$ cat src/rtl/cpu_pkg.sv
// Shared CPU definitions: fetch FSM encoding, long-opcode marker bit and bus-width defaults.
package cpu_pkg;

  localparam int unsigned DEFAULT_ADDR_W = 8;
  localparam int unsigned DEFAULT_DATA_W = 8;

  // Opcode bit that marks a 2-byte (opcode + immediate) instruction.
  localparam int unsigned LONG_OP_BIT = 7;

  typedef enum logic [2:0] {
    StIdle,
    StIssueOp,
    StWaitOp,
    StIssueImm,
    StWaitImm,
    StHold
  } fetch_state_e;

endpackage

$ cat src/rtl/fetch_unit.sv
// Instruction fetch sequencer: reads opcode (+ optional immediate) over rd/ready, strobes the PC.
// Optional wait-state timeout is enabled by defining FETCH_TIMEOUT_EN.
module fetch_unit
  import cpu_pkg::*;
#(
  parameter int unsigned ADDR_W         = DEFAULT_ADDR_W,
  parameter int unsigned DATA_W         = DEFAULT_DATA_W,
  parameter int unsigned TIMEOUT_CYCLES = 16
) (
  input  logic              clk,
  input  logic              reset,
  input  logic              run,
  input  logic [ADDR_W-1:0] pc_in,
  output logic              pc_enable,
  output logic [ADDR_W-1:0] mem_addr,
  output logic              mem_rd,
  input  logic [DATA_W-1:0] mem_data,
  input  logic              mem_ready,
  output logic [DATA_W-1:0] ir_opcode,
  output logic [DATA_W-1:0] ir_operand,
  output logic              instr_valid,
  input  logic              instr_ack,
  input  logic              flush,
  output logic              fetch_err
);

  fetch_state_e      state_q, state_d;
  logic [ADDR_W-1:0] mem_addr_q, mem_addr_d;
  logic              mem_rd_q, mem_rd_d;
  logic [DATA_W-1:0] opcode_q, opcode_d;
  logic [DATA_W-1:0] operand_q, operand_d;
  logic              valid_q, valid_d;
  logic              timeout_hit;

  always_comb begin
    state_d    = state_q;
    mem_addr_d = mem_addr_q;
    mem_rd_d   = mem_rd_q;
    opcode_d   = opcode_q;
    operand_d  = operand_q;
    valid_d    = valid_q;
    pc_enable  = 1'b0;

    // Flush outranks ack and any data returning in the same cycle.
    if (flush && (state_q != StIdle)) begin
      valid_d  = 1'b0;
      mem_rd_d = 1'b0;
      state_d  = run ? StIssueOp : StIdle;
    end else if (timeout_hit) begin
      valid_d  = 1'b0;
      mem_rd_d = 1'b0;
      state_d  = StIdle;
    end else begin
      unique case (state_q)
        StIdle: begin
          if (run) state_d = StIssueOp;
        end
        StIssueOp: begin
          mem_addr_d = pc_in;
          mem_rd_d   = 1'b1;
          state_d    = StWaitOp;
        end
        StWaitOp: begin
          if (mem_ready) begin
            pc_enable = !reset;
            opcode_d  = mem_data;
            mem_rd_d  = 1'b0;
            if (mem_data[LONG_OP_BIT]) begin
              state_d = StIssueImm;
            end else begin
              operand_d = '0;
              valid_d   = 1'b1;
              state_d   = StHold;
            end
          end
        end
        StIssueImm: begin
          // The PC has already advanced past the opcode byte.
          mem_addr_d = pc_in;
          mem_rd_d   = 1'b1;
          state_d    = StWaitImm;
        end
        StWaitImm: begin
          if (mem_ready) begin
            pc_enable = !reset;
            operand_d = mem_data;
            mem_rd_d  = 1'b0;
            valid_d   = 1'b1;
            state_d   = StHold;
          end
        end
        StHold: begin
          if (instr_ack) begin
            valid_d = 1'b0;
            state_d = run ? StIssueOp : StIdle;
          end
        end
        default: state_d = StIdle;
      endcase
    end
  end

  always_ff @(posedge clk) begin
    if (reset) begin
      state_q    <= StIdle;
      mem_addr_q <= '0;
      mem_rd_q   <= 1'b0;
      opcode_q   <= '0;
      operand_q  <= '0;
      valid_q    <= 1'b0;
    end else begin
      state_q    <= state_d;
      mem_addr_q <= mem_addr_d;
      mem_rd_q   <= mem_rd_d;
      opcode_q   <= opcode_d;
      operand_q  <= operand_d;
      valid_q    <= valid_d;
    end
  end

`ifdef FETCH_TIMEOUT_EN
  localparam int unsigned CntW = $clog2(TIMEOUT_CYCLES + 1);

  logic [CntW-1:0] cnt_q, cnt_d;
  logic            fetch_err_q;
  logic            in_wait;

  assign in_wait = (state_q == StWaitOp) || (state_q == StWaitImm);

  // Zero outside the wait states, so the count restarts on every entry.
  always_comb begin
    cnt_d = '0;
    if (in_wait) cnt_d = cnt_q + 1'b1;
  end

  // The terminal wait cycle still accepts data if mem_ready arrives.
  assign timeout_hit = in_wait && !mem_ready && (cnt_q == CntW'(TIMEOUT_CYCLES - 1));

  always_ff @(posedge clk) begin
    if (reset) begin
      cnt_q       <= '0;
      fetch_err_q <= 1'b0;
    end else begin
      cnt_q       <= cnt_d;
      fetch_err_q <= timeout_hit && !flush;
    end
  end

  assign fetch_err = fetch_err_q;
`else
  logic unused_timeout_cfg;

  assign unused_timeout_cfg = ^TIMEOUT_CYCLES;
  assign timeout_hit        = 1'b0;
  assign fetch_err          = 1'b0;
`endif

  assign mem_addr    = mem_addr_q;
  assign mem_rd      = mem_rd_q;
  assign ir_opcode   = opcode_q;
  assign ir_operand  = operand_q;
  assign instr_valid = valid_q;

endmodule

$ cat config.mk
export PLATFORM = sky130hd
export DESIGN_NAME = fetch_unit
export DESIGN_NICKNAME = d
export VERILOG_FILES = /design/src/rtl/cpu_pkg.sv /design/src/rtl/fetch_unit.sv
export SDC_FILE = /design/constraint.sdc
export NUM_CORES = 1
export LEC_CHECK = 0
export BUFFER_PORTS_ARGS = -buffer_cell sky130_fd_sc_hd__buf_2
export CORE_MARGIN = 3
export CORE_UTILIZATION = 51
export CTS_CLUSTER_DIAMETER = 50
export DETAILED_ROUTE_END_ITERATION = 6
export GPL_TIMING_DRIVEN = 0
export PLACE_DENSITY = 0.83
export SLEW_MARGIN = 20
export SYNTH_ARGS = -nofsm -noshare
export SYNTH_HDL_FRONTEND = slang
export SYNTH_SLANG_ARGS = --single-unit
$ cat constraint.sdc
create_clock -name clk -period 3.3 [get_ports clk]
set_clock_uncertainty 0.05 [all_clocks]
set_input_delay 0.165 -clock clk [delete_from_list [all_inputs] [get_ports clk]]
set_output_delay 0.165 -clock clk [all_outputs]
set_load 0.02 [all_outputs]
==> Word-level counts from Yosys, hierarchy flattened <==
Index checks and enable logic that the tools add are counted.
{ "classes": {"n_reduce_logical": 16, "eq_ne": 14, "n_bitwise": 1, "muxes": 22} }
{ "ops": {"columns": ["cell", "n"], "rows": [
  ["two-way mux 8 bit", 3],
  ["two-way mux 3 bit", 6],
  ["case mux 3 bit (6 select lines)", 1],
  ["case mux 8 bit (2 select lines)", 1],
  ["!= test 3 bit, second input constant", 4],
  ["AND reduction 5 bit", 2],
  ["two-way mux 1 bit", 9],
  ["!= test 2 bit, second input constant", 4],
  ["equality test 3 x 2 -> 1 bit, second input constant", 2],
  ["equality test 3 bit, second input constant", 2],
  ["nonzero test 3 bit", 2],
  ["OR reduction 2 bit", 3],
  ["AND reduction 2 bit", 2],
  ["AND reduction 4 bit", 1],
  ["nonzero test 2 bit", 2],
  ["equality test 3 x 1 -> 1 bit, second input constant", 1],
  ["zero test 3 bit", 1],
  ["case mux 1 bit (3 select lines)", 1],
  ["AND reduction 3 bit", 1],
  ["!= test 2 x 1 -> 1 bit, second input constant", 1],
  ["case mux 1 bit (2 select lines)", 1],
  ["logical AND 1 bit", 1],
  ["zero test 1 bit", 1],
  ["inverter 1 bit", 1]
]} }
{ "totals": {"word_cells": 59, "in_bits": 22, "out_inout_bits": 28, "regBits": 29} }

==> Depth between registers and ports, before layout <==
{ "depth": {"word_depth": 4, "ltp_mapped": 6, "mapped_depth_nobuf": 4} }

==> Worst setup path after synthesis <==
No wires, ideal clock.
{ "synth_timing": {"path_type": "register to output", "startpoint": "reg state_q[2]", "endpoint": "out pc_enable", "stages_incl_launch_ff": 5, "n_path_buf": 2, "required_ps": 3085, "slack_ps": 1839, "arrival_ps": 1246, "path_cell_list": "dfxtp_1 -> buf_6 -> buf_2 -> xnor2_1 -> nor3b_1"} }
{ "synth_via": {"elab_chain_cells": 4, "word_cells_on_any_way": 7, "cone_classes": "eq/ne: 2; mux: 2; reduce/logical: 3"} }
{ "synth_lines": {"columns": ["element", "line_no", "rtl"], "rows": [
  ["start, declared", "fetch_unit.sv:27", "fetch_state_e state_q, state_d;"],
  ["start signal, assigned", "fetch_unit.sv:105", "state_q <= StIdle;"],
  ["start signal, assigned", "fetch_unit.sv:112", "state_q <= state_d;"],
  ["equality test 3 bit or equality test 3 x 2 -> 1 bit (tied branches)", "fetch_unit.sv:54", "unique case (state_q)"],
  ["OR reduction 2 bit (no line)", null, null],
  ["two-way mux 1 bit", null, null],
  ["two-way mux 1 bit *", "fetch_unit.sv:45", "if (flush && (state_q != StIdle)) begin"],
  ["end, declared", "fetch_unit.sv:14", "output logic pc_enable,"]
]} }
Every way passes the cells marked *; elsewhere a longest branch is shown, timed or not.

==> Worst setup path in the final report <==
{ "layout_timing": {"startpoint": "reg state_q[1]", "endpoint": "out pc_enable"} }
Same word-level chain as after synthesis.

==> results.txt <==
The Yosys step of the flow raised 0 warnings. For the global-route wire length before repair, the log shows 5350 um. At the later pin of the worst-skew pair, clock insertion delay measures 320 ps.

After clock tree synthesis, the repair step resized 0 gates. The total vias in the final route is 1250, and the standby leakage power is 0.803 nW. The synthesized netlist devotes 0.667% of its cell area to XOR and XNOR gates. At the worst endpoint, the required time is 3080 ps. The first-iteration detailed-routing DRC count was 15; the total DRC errors in the routed layout was 0. In the final routed layout, each cell accounts on average for 14.5 um. Hold repair after CTS inserted 0 buffers. The number of iterations in the first detailed-routing pass came out at 4.

The signal on the critical path passes through buf_2, xnor2_1, nor3b_1, buf_2. Summing the areas of all and, or, nand and nor instances in the mapped netlist gives 22.2% of the synthesized area. The average cell area after synthesis was 9.05 um^2. The transition at the pin with the smallest max-transition slack is 524 ps, and the number of top-level pins is 50. The worst path needs 1770 ps of the cycle, external delays included.

The height of the die came out at 56.7 um. The worst setup slack after placement is 1730 ps, and the area of the die is 3220 um^2. The initial antenna violation count was 0; the share of synthesized area spent on multiplexers was 13.8%.

The flow ran to the end, and the final reports show no timing, DRC or antenna violations. The repair_antennas step left the layout with diodes totalling 0. The width of the die was 56.7 um.

In this run the remaining antenna-violating nets after routing total 0. Type of the worst min-delay path: in -> reg. The logs give 0.234 mW for the switching component of the power and 0.440 mV for the highest ir drop seen on vdd. The initial core utilization came out at 56.6%. In this design, the largest share of critical-path delay is due to buffers and inverters. The power density relative to cell area came out at 514 nW/um^2. After detailed routing, the total wire length is 3310 um. Of the cells placed in the final design, the portion with a size suffix greater than 1 is 34.0%. Setup violations remaining at the end of the flow were counted as 0. Slowest stage cell on the critical path: sky130_fd_sc_hd__dfxtp_1. The tool flagged a number of max-cap violations equal to 0.

Dividing the final minimum period by the clock period gives 53.5%. The run gives 1255 as the via count of the first global-routing pass. Fraction of the mapped netlist area in adder cells: 0%. STA classifies the critical path endpoint as an output port.

The number of clock buffers inserted by TritonCTS was 5. For this run, the slowest stage of the critical path takes 440 ps. Smallest setup slack after layout: 1530 ps.

Measured against its own limit, the worst slew margin works out to 65.1%. The cell-internal power was 0.624 mW; the number of core rows was 17. The top cell type by total area after synthesis is sky130_fd_sc_hd__dfxtp_1. The aggregate negative setup slack is 0 ps, and the register clock-pin slew on the reported worst setup and hold paths is 90 ps.

For this run, the share of the core covered by cells in the final layout is 71.9%. The switching share of power was 27.2%; the relative area change from synthesis to final layout was 27.1%. The total of buffers placed on input and output ports came out at 47. At the end of routability-driven placement, the weighted congestion stood at 0.911. The worst setup path is of the reg -> out kind.

The number of nets at the end of the flow is 221. The number of pins with negative max-slew slack in the final report is 0, and the number of nets produced by synthesis is 167. The worst setup path is launched from a register.

The maximum number of pins on one net before global-route repair was 11. The final hold violation count was 0; the overflow left after global routing was 0. The run gives 1550 ps as the data arrival at the endpoint of the critical path. Total power: 0.858 mW. The highest fanout seen on the critical path works out to 10. Global routing used 20.9% of the available tracks across all layers.

The core area is 2320 um^2. For the share of total power in combinational logic, the log shows 20.1%. The compound-cell area share of the yosys netlist works out to 13.3%. The dominant combinational cell family by area after synthesis was simple AND/OR/NAND/NOR gates.

The synthesized design devotes to its leading area cell type 44.2% of total area. The run gives 33 as the number of library cell types mapped by synthesis. Buffer and inverter count on the worst path: 2.

The share of total power dissipated in the clock network is 35.2%. TritonCTS built the clock tree. The run gives 44.7% as the sequential share of power. The clock sink count is 29. Setup repair after global routing left no endpoint under its margin.

Count of state elements after synthesis: 29. The mean number of vias per cell came out at 5.48. Summed over all nets, the half-perimeter wirelength after detailed placement is 2380 um.

The root buffer cell chosen for the clock tree is sky130_fd_sc_hd__clkbuf_4. The number of setup buffers added after CTS is 0. The maximum clock frequency is 566 MHz.

Of the synthesized area, sequential elements account for 44.2%. The logs give 2 for the maximum level of the CTS H-tree and 2 for the maximum clock path buffer count. The most repeated library cell on the critical path was sky130_fd_sc_hd__buf_2.

Sorting the synthesized cells by area gives the leading types as sky130_fd_sc_hd__dfxtp_1, sky130_fd_sc_hd__mux2i_1, sky130_fd_sc_hd__nor2_1. The synthesized netlist occupies a cell area of 1310 um^2. The tools report the synthesized instance count as 145.
-- worst min-delay path: stages --
cell	delay [ps]
sky130_fd_sc_hd__buf_2	70
sky130_fd_sc_hd__mux2i_1	50
sky130_fd_sc_hd__nor2_1	70
-- layout make-up --
cell class | instances | area (um^2)
flip-flops and latches | 29 | 581
repair buffers | 47 | 235
fillers | 185 | 651
inverters | 3 | 11.3
well taps | 28 | 35.0
multi-input cells | 103 | 661
plain buffers | 10 | 60.1
clock inverters | 1 | 30.0
clock buffers | 7 | 55.1
-- power groups by stage --
stage | combinational, mW | sequential, mW | clock [mW]
floorplan | 0.107 | 0.405 | 0
global placement | 0.165 | 0.389 | 0
detailed placement | 0.171 | 0.390 | 0
CTS | 0.172 | 0.383 | 0.305
global route | 0.188 | 0.385 | 0.317
finish | 0.172 | 0.383 | 0.302
-- synth_stat cells --
cell                        number
sky130_fd_sc_hd__dfxtp_1        29
sky130_fd_sc_hd__nor2_1         20
sky130_fd_sc_hd__mux2i_1        17
sky130_fd_sc_hd__a21oi_1        13
sky130_fd_sc_hd__nand2_1        10
sky130_fd_sc_hd__nand3_1         7
sky130_fd_sc_hd__nor2b_1         5
sky130_fd_sc_hd__o21a_1          4
sky130_fd_sc_hd__buf_2           3
sky130_fd_sc_hd__buf_4           3
sky130_fd_sc_hd__inv_1           3
sky130_fd_sc_hd__nor3b_2         3
sky130_fd_sc_hd__o21ai_0         3
sky130_fd_sc_hd__a31oi_1         2
sky130_fd_sc_hd__clkbuf_1        2
sky130_fd_sc_hd__nor3_1          2
sky130_fd_sc_hd__nor4_1          2
sky130_fd_sc_hd__nor4b_1         2
sky130_fd_sc_hd__a2111oi_2       1
sky130_fd_sc_hd__a21o_1          1
sky130_fd_sc_hd__a2bb2oi_1       1
sky130_fd_sc_hd__and2b_1         1
sky130_fd_sc_hd__buf_1           1
sky130_fd_sc_hd__buf_6           1
sky130_fd_sc_hd__conb_1          1
sky130_fd_sc_hd__mux2_2          1
sky130_fd_sc_hd__nand3_2         1
sky130_fd_sc_hd__nor3_2          1
sky130_fd_sc_hd__nor3b_1         1
sky130_fd_sc_hd__o21ai_1         1
sky130_fd_sc_hd__o21bai_1        1
sky130_fd_sc_hd__o31a_1          1
sky130_fd_sc_hd__xnor2_1         1
-- per-layer routing --
layer	wire length [um]	part of all wire, %	vias to the layer above	track usage (%)
li1	-	-	608	-
met1	1260	38	589	22.8
met2	1760	53	48	37.6
met3	238	7.2	5	5.98
met4	43	1.3	0	8.61
met5	0	0	-	0
-- cell usage in the layout (no fill, tap or decap), types with 2 or more instances in the layout --
| cell | instances |
|---|---|
| sky130_fd_sc_hd__buf_4 | 3 |
| sky130_fd_sc_hd__nor2_1 | 20 |
| sky130_fd_sc_hd__inv_1 | 3 |
| sky130_fd_sc_hd__mux2i_1 | 17 |
| sky130_fd_sc_hd__nor2b_1 | 5 |
| sky130_fd_sc_hd__a21oi_1 | 13 |
| sky130_fd_sc_hd__clkbuf_1 | 3 |
| sky130_fd_sc_hd__nand2_1 | 10 |
| sky130_fd_sc_hd__nor4b_1 | 2 |
| sky130_fd_sc_hd__buf_2 | 50 |
| sky130_fd_sc_hd__clkbuf_4 | 5 |
| sky130_fd_sc_hd__o21ai_0 | 3 |
| sky130_fd_sc_hd__nor4_1 | 2 |
| sky130_fd_sc_hd__nor3_1 | 2 |
| sky130_fd_sc_hd__a31oi_1 | 2 |
| sky130_fd_sc_hd__dfxtp_1 | 29 |
| sky130_fd_sc_hd__nor3b_2 | 3 |
| sky130_fd_sc_hd__nand3_1 | 7 |
| sky130_fd_sc_hd__o21a_1 | 4 |
-- final timing paths --
path / start / endpoint / slack (ps) / depth (start not counted)
hold / removal: pc_in[4] / mem_addr[4] / 30 / 3
hold reg to reg: ir_operand[0] / ir_operand[0] / 410 / 2
setup / recovery: state_q[1] / pc_enable / 1530 / 4
setup reg to reg: state_q[1] / ir_operand[2] / 1660 / 4
-- registers in the layout, summed over array words and instances, names as in the netlist --
register	count
ir_opcode	8
instr_valid	1
mem_rd	1
ir_operand	8
mem_addr	8
state_q	3
-- cells by family after synthesis --
| family | after synthesis |
|---|---|
| and+or+nand+nor | 55 |
| DFF | 29 |
| AOI/OAI and AO/OA | 28 |
| muxes | 18 |
| buffers and inverters | 13 |
| xor gates and xnor gates | 1 |
| other | 1 |
-- stage by stage --
stage          std cells  cell area, um^2  hold slack, ps
2_1_floorplan        145             1310             259
3_3_place_gp         220             1580             347
3_5_place_dp         220             1580             358
4_1_cts              228             1670            28.6
5_1_grt              228             1670            32.5
6_report             228             1670            30.3
No activity file was read; power rests on OpenSTA's default activity.
